--- src/rtl/inst_fetch_axil_if.sv ---
// inst_fetch_axil_if: AXI4-Lite read-address/read-data channels of the fetch port.
interface inst_fetch_axil_if #(
    parameter int ADDR_WIDTH = 32,
    parameter int DATA_WIDTH = 32,
    parameter int PROT_WIDTH = 3,
    parameter int RESP_WIDTH = 2
);
    logic                  m_axi_arvalid_fe;
    logic                  m_axi_arready_fe;
    logic [ADDR_WIDTH-1:0] m_axi_araddr_fe;
    logic [PROT_WIDTH-1:0] m_axi_arprot_fe;
    logic                  m_axi_rvalid_fe;
    logic                  m_axi_rready_fe;
    logic [DATA_WIDTH-1:0] m_axi_rdata_fe;
    logic [RESP_WIDTH-1:0] m_axi_rresp_fe;

    modport master (
        output m_axi_arvalid_fe, m_axi_araddr_fe, m_axi_arprot_fe, m_axi_rready_fe,
        input  m_axi_arready_fe, m_axi_rvalid_fe, m_axi_rdata_fe, m_axi_rresp_fe
    );

    modport slave (
        input  m_axi_arvalid_fe, m_axi_araddr_fe, m_axi_arprot_fe, m_axi_rready_fe,
        output m_axi_arready_fe, m_axi_rvalid_fe, m_axi_rdata_fe, m_axi_rresp_fe
    );
endinterface

--- src/rtl/inst_fetch_axil.sv ---
// inst_fetch_axil: RV32I fetch front-end, one AXI4-Lite read per instruction into a
// first-word-fall-through buffer, with redirect flush and fault halt.
module inst_fetch_axil #(
    parameter int ADDR_WIDTH = 32,
    parameter int DATA_WIDTH = 32,
    parameter int PROT_WIDTH = 3,
    parameter int RESP_WIDTH = 2,
    parameter int FIFO_DEPTH = 4
) (
    input  logic                  i_clk,
    input  logic                  i_rst_n,
    input  logic [ADDR_WIDTH-1:0] i_boot_addr,
    inst_fetch_axil_if.master     m_axi,
    input  logic                  i_redirect_valid,
    input  logic [ADDR_WIDTH-1:0] i_redirect_pc,
    output logic                  o_inst_valid,
    output logic [DATA_WIDTH-1:0] o_inst_data,
    output logic [ADDR_WIDTH-1:0] o_inst_pc,
    output logic                  o_inst_fault,
    input  logic                  i_inst_ready
);
    localparam int PTR_W = $clog2(FIFO_DEPTH);
    localparam int CNT_W = PTR_W + 1;

    typedef enum logic [2:0] {S_BOOT, S_IDLE, S_AR, S_R, S_HALT} state_t;

    state_t                r_state, w_state_next;
    logic [ADDR_WIDTH-1:0] r_pc, w_pc_next;
    logic [ADDR_WIDTH-1:0] r_fetch_addr, w_fetch_addr_next;
    logic                  r_discard, w_discard_next;
    logic [DATA_WIDTH-1:0] r_fifo_data [FIFO_DEPTH];
    logic [ADDR_WIDTH-1:0] r_fifo_pc [FIFO_DEPTH];
    logic [FIFO_DEPTH-1:0] r_fifo_fault;
    logic [PTR_W-1:0]      r_rd_ptr, r_wr_ptr;
    logic [CNT_W-1:0]      r_count, w_count_next;
    logic                  w_redirect, w_beat, w_fault, w_push, w_pop, w_space;

    assign w_redirect   = i_redirect_valid && (r_state != S_BOOT);
    assign w_beat       = (r_state == S_R) && m_axi.m_axi_rvalid_fe;
    assign w_fault      = m_axi.m_axi_rresp_fe != '0;
    assign w_push       = w_beat && !r_discard && !w_redirect;
    assign w_pop        = o_inst_valid && i_inst_ready && !w_redirect;
    assign w_count_next = r_count + CNT_W'(w_push) - CNT_W'(w_pop);
    assign w_space      = w_count_next < CNT_W'(FIFO_DEPTH);

    assign m_axi.m_axi_arvalid_fe = r_state == S_AR;
    assign m_axi.m_axi_rready_fe  = r_state == S_R;
    assign m_axi.m_axi_araddr_fe  = r_fetch_addr;
    assign m_axi.m_axi_arprot_fe  = PROT_WIDTH'(3'b100);

    assign o_inst_valid = r_count != '0;
    assign o_inst_data  = r_fifo_data[r_rd_ptr];
    assign o_inst_pc    = r_fifo_pc[r_rd_ptr];
    assign o_inst_fault = r_fifo_fault[r_rd_ptr];

    always_comb begin
        w_state_next      = r_state;
        w_pc_next         = r_pc;
        w_fetch_addr_next = r_fetch_addr;
        w_discard_next    = r_discard;
        case (r_state)
            S_BOOT: begin
                w_pc_next    = i_boot_addr & ~ADDR_WIDTH'(3);
                w_state_next = S_IDLE;
            end
            S_IDLE: begin
                if (w_space) begin
                    w_fetch_addr_next = r_pc;
                    w_pc_next         = r_pc + ADDR_WIDTH'(4);
                    w_state_next      = S_AR;
                end
            end
            S_AR: w_state_next = m_axi.m_axi_arready_fe ? S_R : S_AR;
            S_R: begin
                if (m_axi.m_axi_rvalid_fe) begin
                    w_discard_next = 1'b0;
                    if (w_push && w_fault) begin
                        w_state_next = S_HALT;
                    end else if (w_space) begin
                        w_fetch_addr_next = r_pc;
                        w_pc_next         = r_pc + ADDR_WIDTH'(4);
                        w_state_next      = S_AR;
                    end else begin
                        w_state_next = S_IDLE;
                    end
                end
            end
            S_HALT: w_state_next = S_HALT;
            default: w_state_next = S_BOOT;
        endcase
        // An accepted or pending AR must still complete its R beat, so it is marked for dropping.
        if (w_redirect) begin
            w_pc_next = i_redirect_pc & ~ADDR_WIDTH'(3);
            if (r_state == S_AR || (r_state == S_R && !m_axi.m_axi_rvalid_fe)) begin
                w_discard_next = 1'b1;
            end else begin
                w_state_next = S_IDLE;
            end
        end
    end

    always_ff @(posedge i_clk or negedge i_rst_n) begin
        if (!i_rst_n) begin
            r_state      <= S_BOOT;
            r_pc         <= '0;
            r_fetch_addr <= '0;
            r_discard    <= 1'b0;
        end else begin
            r_state      <= w_state_next;
            r_pc         <= w_pc_next;
            r_fetch_addr <= w_fetch_addr_next;
            r_discard    <= w_discard_next;
        end
    end

    always_ff @(posedge i_clk or negedge i_rst_n) begin
        if (!i_rst_n) begin
            r_count      <= '0;
            r_rd_ptr     <= '0;
            r_wr_ptr     <= '0;
            r_fifo_fault <= '0;
            for (int i = 0; i < FIFO_DEPTH; i++) begin
                r_fifo_data[i] <= '0;
                r_fifo_pc[i]   <= '0;
            end
        end else if (w_redirect) begin
            r_count  <= '0;
            r_rd_ptr <= '0;
            r_wr_ptr <= '0;
        end else begin
            if (w_push) begin
                r_fifo_data[r_wr_ptr]  <= m_axi.m_axi_rdata_fe;
                r_fifo_pc[r_wr_ptr]    <= r_fetch_addr;
                r_fifo_fault[r_wr_ptr] <= w_fault;
                r_wr_ptr               <= r_wr_ptr + PTR_W'(1);
            end
            if (w_pop) r_rd_ptr <= r_rd_ptr + PTR_W'(1);
            r_count <= w_count_next;
        end
    end
endmodule

--- src/flat_wrapper.sv ---
// flat-port wrapper written by rule: the top's interface ports become plain ports
module inst_fetch_axil_flat 
#(
    parameter int ADDR_WIDTH = 32,
    parameter int DATA_WIDTH = 32,
    parameter int PROT_WIDTH = 3,
    parameter int RESP_WIDTH = 2,
    parameter int FIFO_DEPTH = 4
)
  (i_clk, i_rst_n, i_boot_addr, i_redirect_valid, i_redirect_pc, o_inst_valid, o_inst_data, o_inst_pc, o_inst_fault, i_inst_ready, m_axi_m_axi_arvalid_fe, m_axi_m_axi_araddr_fe, m_axi_m_axi_arprot_fe, m_axi_m_axi_rready_fe, m_axi_m_axi_arready_fe, m_axi_m_axi_rvalid_fe, m_axi_m_axi_rdata_fe, m_axi_m_axi_rresp_fe);
  inst_fetch_axil_if #(.ADDR_WIDTH(ADDR_WIDTH), .DATA_WIDTH(DATA_WIDTH), .PROT_WIDTH(PROT_WIDTH), .RESP_WIDTH(RESP_WIDTH)) m_axi_i ();
  input  logic i_clk;
  input  logic i_rst_n;
  input  logic [ADDR_WIDTH-1:0] i_boot_addr;
  input  logic i_redirect_valid;
  input  logic [ADDR_WIDTH-1:0] i_redirect_pc;
  output logic o_inst_valid;
  output logic [DATA_WIDTH-1:0] o_inst_data;
  output logic [ADDR_WIDTH-1:0] o_inst_pc;
  output logic o_inst_fault;
  input  logic i_inst_ready;
  output wire logic [$bits(m_axi_i.m_axi_arvalid_fe)-1:0] m_axi_m_axi_arvalid_fe;
  output wire logic [$bits(m_axi_i.m_axi_araddr_fe)-1:0] m_axi_m_axi_araddr_fe;
  output wire logic [$bits(m_axi_i.m_axi_arprot_fe)-1:0] m_axi_m_axi_arprot_fe;
  output wire logic [$bits(m_axi_i.m_axi_rready_fe)-1:0] m_axi_m_axi_rready_fe;
  input wire logic [$bits(m_axi_i.m_axi_arready_fe)-1:0] m_axi_m_axi_arready_fe;
  input wire logic [$bits(m_axi_i.m_axi_rvalid_fe)-1:0] m_axi_m_axi_rvalid_fe;
  input wire logic [$bits(m_axi_i.m_axi_rdata_fe)-1:0] m_axi_m_axi_rdata_fe;
  input wire logic [$bits(m_axi_i.m_axi_rresp_fe)-1:0] m_axi_m_axi_rresp_fe;
  assign m_axi_m_axi_arvalid_fe = m_axi_i.m_axi_arvalid_fe;
  assign m_axi_m_axi_araddr_fe = m_axi_i.m_axi_araddr_fe;
  assign m_axi_m_axi_arprot_fe = m_axi_i.m_axi_arprot_fe;
  assign m_axi_m_axi_rready_fe = m_axi_i.m_axi_rready_fe;
  assign m_axi_i.m_axi_arready_fe = m_axi_m_axi_arready_fe;
  assign m_axi_i.m_axi_rvalid_fe = m_axi_m_axi_rvalid_fe;
  assign m_axi_i.m_axi_rdata_fe = m_axi_m_axi_rdata_fe;
  assign m_axi_i.m_axi_rresp_fe = m_axi_m_axi_rresp_fe;
  inst_fetch_axil #(.ADDR_WIDTH(ADDR_WIDTH), .DATA_WIDTH(DATA_WIDTH), .PROT_WIDTH(PROT_WIDTH), .RESP_WIDTH(RESP_WIDTH), .FIFO_DEPTH(FIFO_DEPTH)) u_core (.i_clk(i_clk), .i_rst_n(i_rst_n), .i_boot_addr(i_boot_addr), .m_axi(m_axi_i), .i_redirect_valid(i_redirect_valid), .i_redirect_pc(i_redirect_pc), .o_inst_valid(o_inst_valid), .o_inst_data(o_inst_data), .o_inst_pc(o_inst_pc), .o_inst_fault(o_inst_fault), .i_inst_ready(i_inst_ready));
endmodule
--- config.mk ---
export PLATFORM = sky130hd
export DESIGN_NAME = inst_fetch_axil_flat
export DESIGN_NICKNAME = d
export VERILOG_FILES = /design/src/rtl/inst_fetch_axil_if.sv /design/src/rtl/inst_fetch_axil.sv /design/src/flat_wrapper.sv
export SDC_FILE = /design/constraint.sdc
export NUM_CORES = 1
export LEC_CHECK = 0
export ABC_AREA = 1
export BUFFER_PORTS_ARGS = -buffer_cell sky130_fd_sc_hd__buf_2
export CORE_ASPECT_RATIO = 0.6
export CORE_UTILIZATION = 35
export CTS_CLUSTER_DIAMETER = 50
export CTS_CLUSTER_SIZE = 12
export DETAILED_ROUTE_END_ITERATION = 8
export GPL_TIMING_DRIVEN = 1
export PLACE_DENSITY = 0.56
export SLEW_MARGIN = 20
export SYNTH_ARGS = -nofsm -noshare
export SYNTH_HDL_FRONTEND = slang
export SYNTH_SLANG_ARGS = --single-unit
--- constraint.sdc ---
create_clock -name i_clk -period 3.75 [get_ports i_clk]
set_input_delay 0.75 -clock i_clk [delete_from_list [all_inputs] [get_ports i_clk]]
set_output_delay 0.75 -clock i_clk [all_outputs]
set_load 0.005 [all_outputs]
# Yosys cells after proc, flatten, opt, wreduce, memory -nomap -nowiden
# Cells that the tools add are included.
[classes]
addsub = 5
mul = 0
n_div = 0
order_cmp = 7
eq_ne = 8
shifts = 0
n_mux = 41
bitwise_logic = 3
n_reduce_logical = 25
[op_table]
columns = ["operator", "count"]
rows = [
  ["$mux 32", 12],
  ["$bwmux 128", 2],
  ["$bmux 32 s2", 2],
  ["$pmux 32 s3", 1],
  ["$demux 32 s2", 1],
  ["$pmux 32 s2", 1],
  ["$add 32x3->32 const B", 1],
  ["$mux 3", 6],
  ["$pmux 3 s5", 1],
  ["$logic_and 1x1->1", 10],
  ["$mux 2", 5],
  ["$reduce_bool 2->1", 4],
  ["$mux 1", 7],
  ["$eq 3x2->1 const B", 2],
  ["$ge 3x3->1 const B", 2],
  ["$lt 2x3->1 const B", 2],
  ["$not 2->3", 2],
  ["$reduce_and 3->1", 2],
  ["$reduce_bool 3->1", 2],
  ["$add 2x1->2 const B", 2],
  ["$bwmux 4", 1],
  ["$reduce_bool 4->1", 1],
  ["$add 3x1->3", 1],
  ["$eq 3x1->1 const B", 1],
  ["other kinds (16)", 18],
]
[totals]
ff_bits = 335
latch_bits = 0
ram_bits = 0
romBits = 0
mem_count = 0

# Longest topological paths before layout
[logic_depth]
word_depth = 13
depth_mapped = 20
depth_no_buf = 17

# Least setup slack after synthesis
# Ideal clock, no wire load.
[synth_timing]
path_type = "input-to-reg"
from = "in i_redirect_valid"
to = "reg u_core.r_pc[26]"
setup_ns = 0.116
arrival_ns = 3.013
path_slack_ns = 0.621
stages = 17
n_path_buf = 3
cell_sequence = "nand2_1 > inv_1 > clkbuf_1 > nor2_1 > ha_1 > inv_1 > ha_1 > inv_1 > fa_1 > xor2_1 > nand2_1 > nand2_1 > nand2_1 > buf_6 > buf_4 > nand2_1 > nand2_1"
[synth_via]
elab_chain_cells = 11
elab_cells_between_ends = 17
cone_classes = "add/sub: 2; order compare: 1; eq/ne: 2; mux: 5; reduce/logical: 7"
[synth_rtl]
columns = ["element", "line", "rtl"]
rows = [
  ["start, declared", "flat_wrapper.sv:15", "input logic i_redirect_valid;"],
  ["$logic_and 1x1->1 (*)", "inst_fetch_axil.sv:38", "assign w_redirect = i_redirect_valid && (r_state != S_BOOT);"],
  ["$logic_not 1->1", "inst_fetch_axil.sv:41, inst_fetch_axil.sv:42", ""],
  ["$logic_and 1x1->1", "inst_fetch_axil.sv:41", "assign w_push = w_beat && !r_discard && !w_redirect;"],
  ["$add 3x1->3", "inst_fetch_axil.sv:43", "assign w_count_next = r_count + CNT_W'(w_push) - CNT_W'(w_pop);"],
  ["$sub 3x1->3", "inst_fetch_axil.sv:43", ""],
  ["$lt 3x3->1", "inst_fetch_axil.sv:44", "assign w_space = w_count_next < CNT_W'(FIFO_DEPTH);"],
  ["$mux 32 (3 in series)", "--", ""],
  ["$pmux 32 s3", "--", ""],
  ["$mux 32", "inst_fetch_axil.sv:92", "if (w_redirect) begin"],
  ["end signal, assigned", "inst_fetch_axil.sv:110", "r_pc <= w_pc_next;"],
  ["end, declared", "inst_fetch_axil.sv:28", "logic [ADDR_WIDTH-1:0] r_pc, w_pc_next;"],
]
# Mark *: on every way between the ends. The rest lies on a longest branch, timed or not. The select of a mux whose other input is x is not followed.
# A chain may end at the register's enable or synchronous reset.

# Final worst setup path
[layout_timing]
from = "reg u_core.r_state[1]"
to = "reg u_core.r_pc[8]"
[layout_via]
elab_chain_cells = 12
elab_cells_between_ends = 23
cone_classes = "add/sub: 2; order compare: 1; eq/ne: 4; mux: 5; reduce/logical: 11"
[layout_rtl]
columns = ["element", "line", "rtl"]
rows = [
  ["start, declared", "inst_fetch_axil.sv:27", "state_t r_state, w_state_next;"],
  ["start signal, assigned", "inst_fetch_axil.sv:109", "r_state <= w_state_next;"],
  ["$eq 3x2->1 / $reduce_bool 3->1 (equally long branches)", "inst_fetch_axil.sv:39, inst_fetch_axil.sv:61, inst_fetch_axil.sv:38", ""],
  ["$logic_and 1x1->1, on equally long branches", "inst_fetch_axil.sv:39, inst_fetch_axil.sv:38", ""],
  ["$logic_and 1x1->1 / $logic_not 1->1 (equally long branches)", "inst_fetch_axil.sv:41, inst_fetch_axil.sv:42", ""],
  ["$logic_and 1x1->1", "inst_fetch_axil.sv:41", ""],
  ["$add 3x1->3", "inst_fetch_axil.sv:43", ""],
  ["$sub 3x1->3", "inst_fetch_axil.sv:43", ""],
  ["$lt 3x3->1", "inst_fetch_axil.sv:44", ""],
  ["$mux 32 (3 in series)", "--", ""],
  ["$pmux 32 s3", "inst_fetch_axil.sv:61", "case (r_state)"],
  ["$mux 32", "inst_fetch_axil.sv:92", ""],
]
# Parallel ways exist; a longest one is shown, timed or not. The select of a mux whose other input is x is not followed.

==> out/qor.yml <==
final_layout:
  stdcell_area_um2: 17900
  antennaDiodeCount: 0
  drive_gt1_frac: 0.142
  area_growth_pct: 16.5
  fin_nets: 2199
clock_tree:
  cts_max_level: 2
  cts_resized: 0
  cts_tree: "done"
  clkTransAtPathRegs_ns: 0.06
  postCtsSetupBuffers: 0
  hold_buffers: 0
  numCtsBuffers: 37
  cts.sinks: 323
  root_buffer: "clkbuf_16"
  clockBufferDepth: 3
  clk_latency_ns: 0.53
pwr:
  ir_worst_vdd_mv: 0.387
  p_total_mw: 14.5
  power_leakage_nw: 8.92
  power.density_nw_per_um2: 811
die:
  die_y_um: 164
  row_count: 59
  die_w_um: 272
  pin_count: 207
  initial_core_util: 0.354
  core_area_um2: 43300
  die_area_um2: 44700
routing:
  vias: 13300
  ant_nets: 0
  drt-pass1-iter-count: 5
  wl_per_cell_um: 16.4
  drc: 0
  drtIter0Drc: 1042
  vias_per_cell: 4.95
  drt_wl_total_mm: 43.9
placed_design:
  routabilityCongestion: 0.904
  place_area_um2: 16700
  dpl.hpwl_mm: 28.4
  pre_cts_ws_ns: 0.361
  io_buffers: 195
grt:
  grt-busiest-layer: "met2"
  grt_usage: 0.198
  grt_pass1_vias: 12500
  grt_use_met2: 0.303
  use_met1: 0.286
  overflow: 0
  grt_max_degree: 127
  antenna_found_initial: 0
  met3_usage: 0.0430
  grt_pass1_wl_mm: 70.0
timing:
  setup_ws_ns: 0.587
  worst_pin_slew_ns: 0.857
  relSlewSlack: 0.426
  slew_violations: 0
  setup_viol: 0
  finalHoldViolCount: 0
  tns_ns: 0
  clock_skew_ns: 0.0206
  finalCritPeriodShare: 0.843
  fmax_mhz: 316
  fin_crit_ns: 3.16
  rsz0062_at_grt: "no"
yosys:
  yosysTopAreaCell: "dfrtp_1"
  syn_inst: 1946
  synth_seq_area_share: 0.526
  synth_cell_types: 32
  syn_area_per_cell_um2: 7.89
  syn_area_um2: 15400
  synth_top_area_frac: 0.526
  yosys_warnings: 0
  yosys-top-cells-area: "dfrtp_1 (53%), nand2_1 (14%), o21ai_0 (8.5%)"
  synth-seq-cells: 323
setup_path:
  path_class: "flip-flop to flip-flop"
  path_max_fanout: 47
  crit_top_cell: "nand2_1"
  worstPathArrival_ns: 3.58
  worst_setup_path_end_kind: "flip-flop"
  worstPathCellList: "nor2_1 > nand2_1 > nand2_2 > inv_1 > nor2_1 > ha_1 > inv_1 > ha_1 > inv_1 > fa_1 > xor2_1 > nand2_1 > nand2_1 > nand2_1 > buf_4 > inv_2 > nand2_1 > nand2_1"
  slowest_delay_ns: 0.42
  cp-start-kind: "flip-flop"
  slowest_stage: "dfrtp_1"
  required_ns: 4.17
min_path:
  hp-class: "primary input to async pin"
run_status:
  status: "finished, final reports clean"
job:
  cap_violations: 0
cells in the mapped netlist, drive strengths merged:
cell type  number
nand2         580
a31oi           2
clkbuf         66
nand3          35
xnor2           2
o21ai         425
o21bai          2
buf            58
ha              7
nand3b          1
xor2            5
nor2          237
dfrtp         323
or2             1
a21oi           7
fa              1
inv           127
conb            2
o211ai          1
o22ai          63
a211oi          1
sequential cells by signal, summed over array words and instances (netlist names):
name                          cells
u_core.r_fifo_data              128
u_core.r_rd_ptr                   2
u_core.r_state                    3
u_core.r_pc                      30
u_core.r_discard                  1
u_core.r_count                    3
u_core.r_wr_ptr                   2
u_core.r_fifo_fault               4
u_core.r_fifo_pc                120
u_core.m_axi.m_axi_araddr_fe     30
worst paths after layout:
kind                                             startpoint                                 end  slack, ns  cells past startpoint
max                             u_core.r_state[1]$_DFF_PN0_          u_core.r_pc[8]$_DFFE_PN0P_       0.59                     18
min                                                 i_rst_n  u_core.r_fifo_data[33]$_DFFE_PN0P_       0.24                      1
max reg2reg                     u_core.r_state[1]$_DFF_PN0_          u_core.r_pc[8]$_DFFE_PN0P_       0.59                     18
min reg2reg                u_core.r_fifo_pc[48]$_DFFE_PN0P_    u_core.r_fifo_pc[48]$_DFFE_PN0P_       0.48                      2
max in group asynchronous                           i_rst_n    u_core.r_fifo_pc[76]$_DFFE_PN0P_       2.44                      2
min in group i_clk         u_core.r_fifo_pc[48]$_DFFE_PN0P_    u_core.r_fifo_pc[48]$_DFFE_PN0P_       0.48                      2
cell families after synthesis:
| group | after synthesis | synth area share |
|---|---|---|
| buf+inv | 251 | 0.0761 |
| compound gates | 501 | 0.170 |
| simple gates | 854 | 0.216 |
| flops | 323 | 0.526 |
| other cells | 2 | 0.000489 |
| fa+ha+maj | 8 | 0.00701 |
| xor+xnor | 7 | 0.00399 |
layout make-up:
class,count,area (µm²)
clock buffers,42,965
inverters,127,482
flip-flops and latches,323,8090
fillers,4360,25400
well taps,579,724
repair buffers,221,1290
clock inverters,14,216
multi-input cells,1377,6130
metrics by stage:
step | utilization | hold slack (ns) | std cells
floorplan | - | 0.448 | 1951
global placement | 0.386 | 0.461 | 2627
detailed placement | 0.386 | 0.463 | 2627
CTS | 0.413 | 0.277 | 2683
global route | 0.413 | 0.312 | 2683
finish | 0.413 | 0.242 | 2683
layer usage:
metal | routed length [µm] | part of all wire
met4 | 615 | 0.014
met5 | 0 | 0
met1 | 21000 | 0.48
met2 | 19300 | 0.44
met3 | 2940 | 0.067
report_power, final:
part / leakage, nW / internal, mW / switching (mW) / total [mW]
Combinational: 4.05 / 2.00 / 3.54 / 5.54
Sequential: 4.29 / 4.50 / 0.807 / 5.31
Clock: 0.579 / 2.18 / 1.47 / 3.66
Total: 8.92 / 8.69 / 5.82 / 14.5
worst max-delay path: cells and delay by family, from the launching register on:
kind / cells / cell delay [ns]
buf+inv: 5 / 0.82
simple gates: 9 / 0.83
xor+xnor: 1 / 0.21
flops: 1 / 0.42
fa+ha+maj: 3 / 0.75
cells in the final DEF (no fill, tap or decap), drive strengths merged:
master and count:
o22ai 63, o21ai 425, nor2 237, clkinv 4, ha 7, o211ai 1, conb 7, xor2 5
inv 131, xnor2 2, nand3b 1, fa 1, buf 221, clkinvlp 1, a21oi 7, nand2 580
a211oi 1, a31oi 2, bufinv 5, or2 1, nand3 35, o21bai 2, dfrtp 323, clkbuf 42
Note: power is estimated with default switching activity, not from simulation.
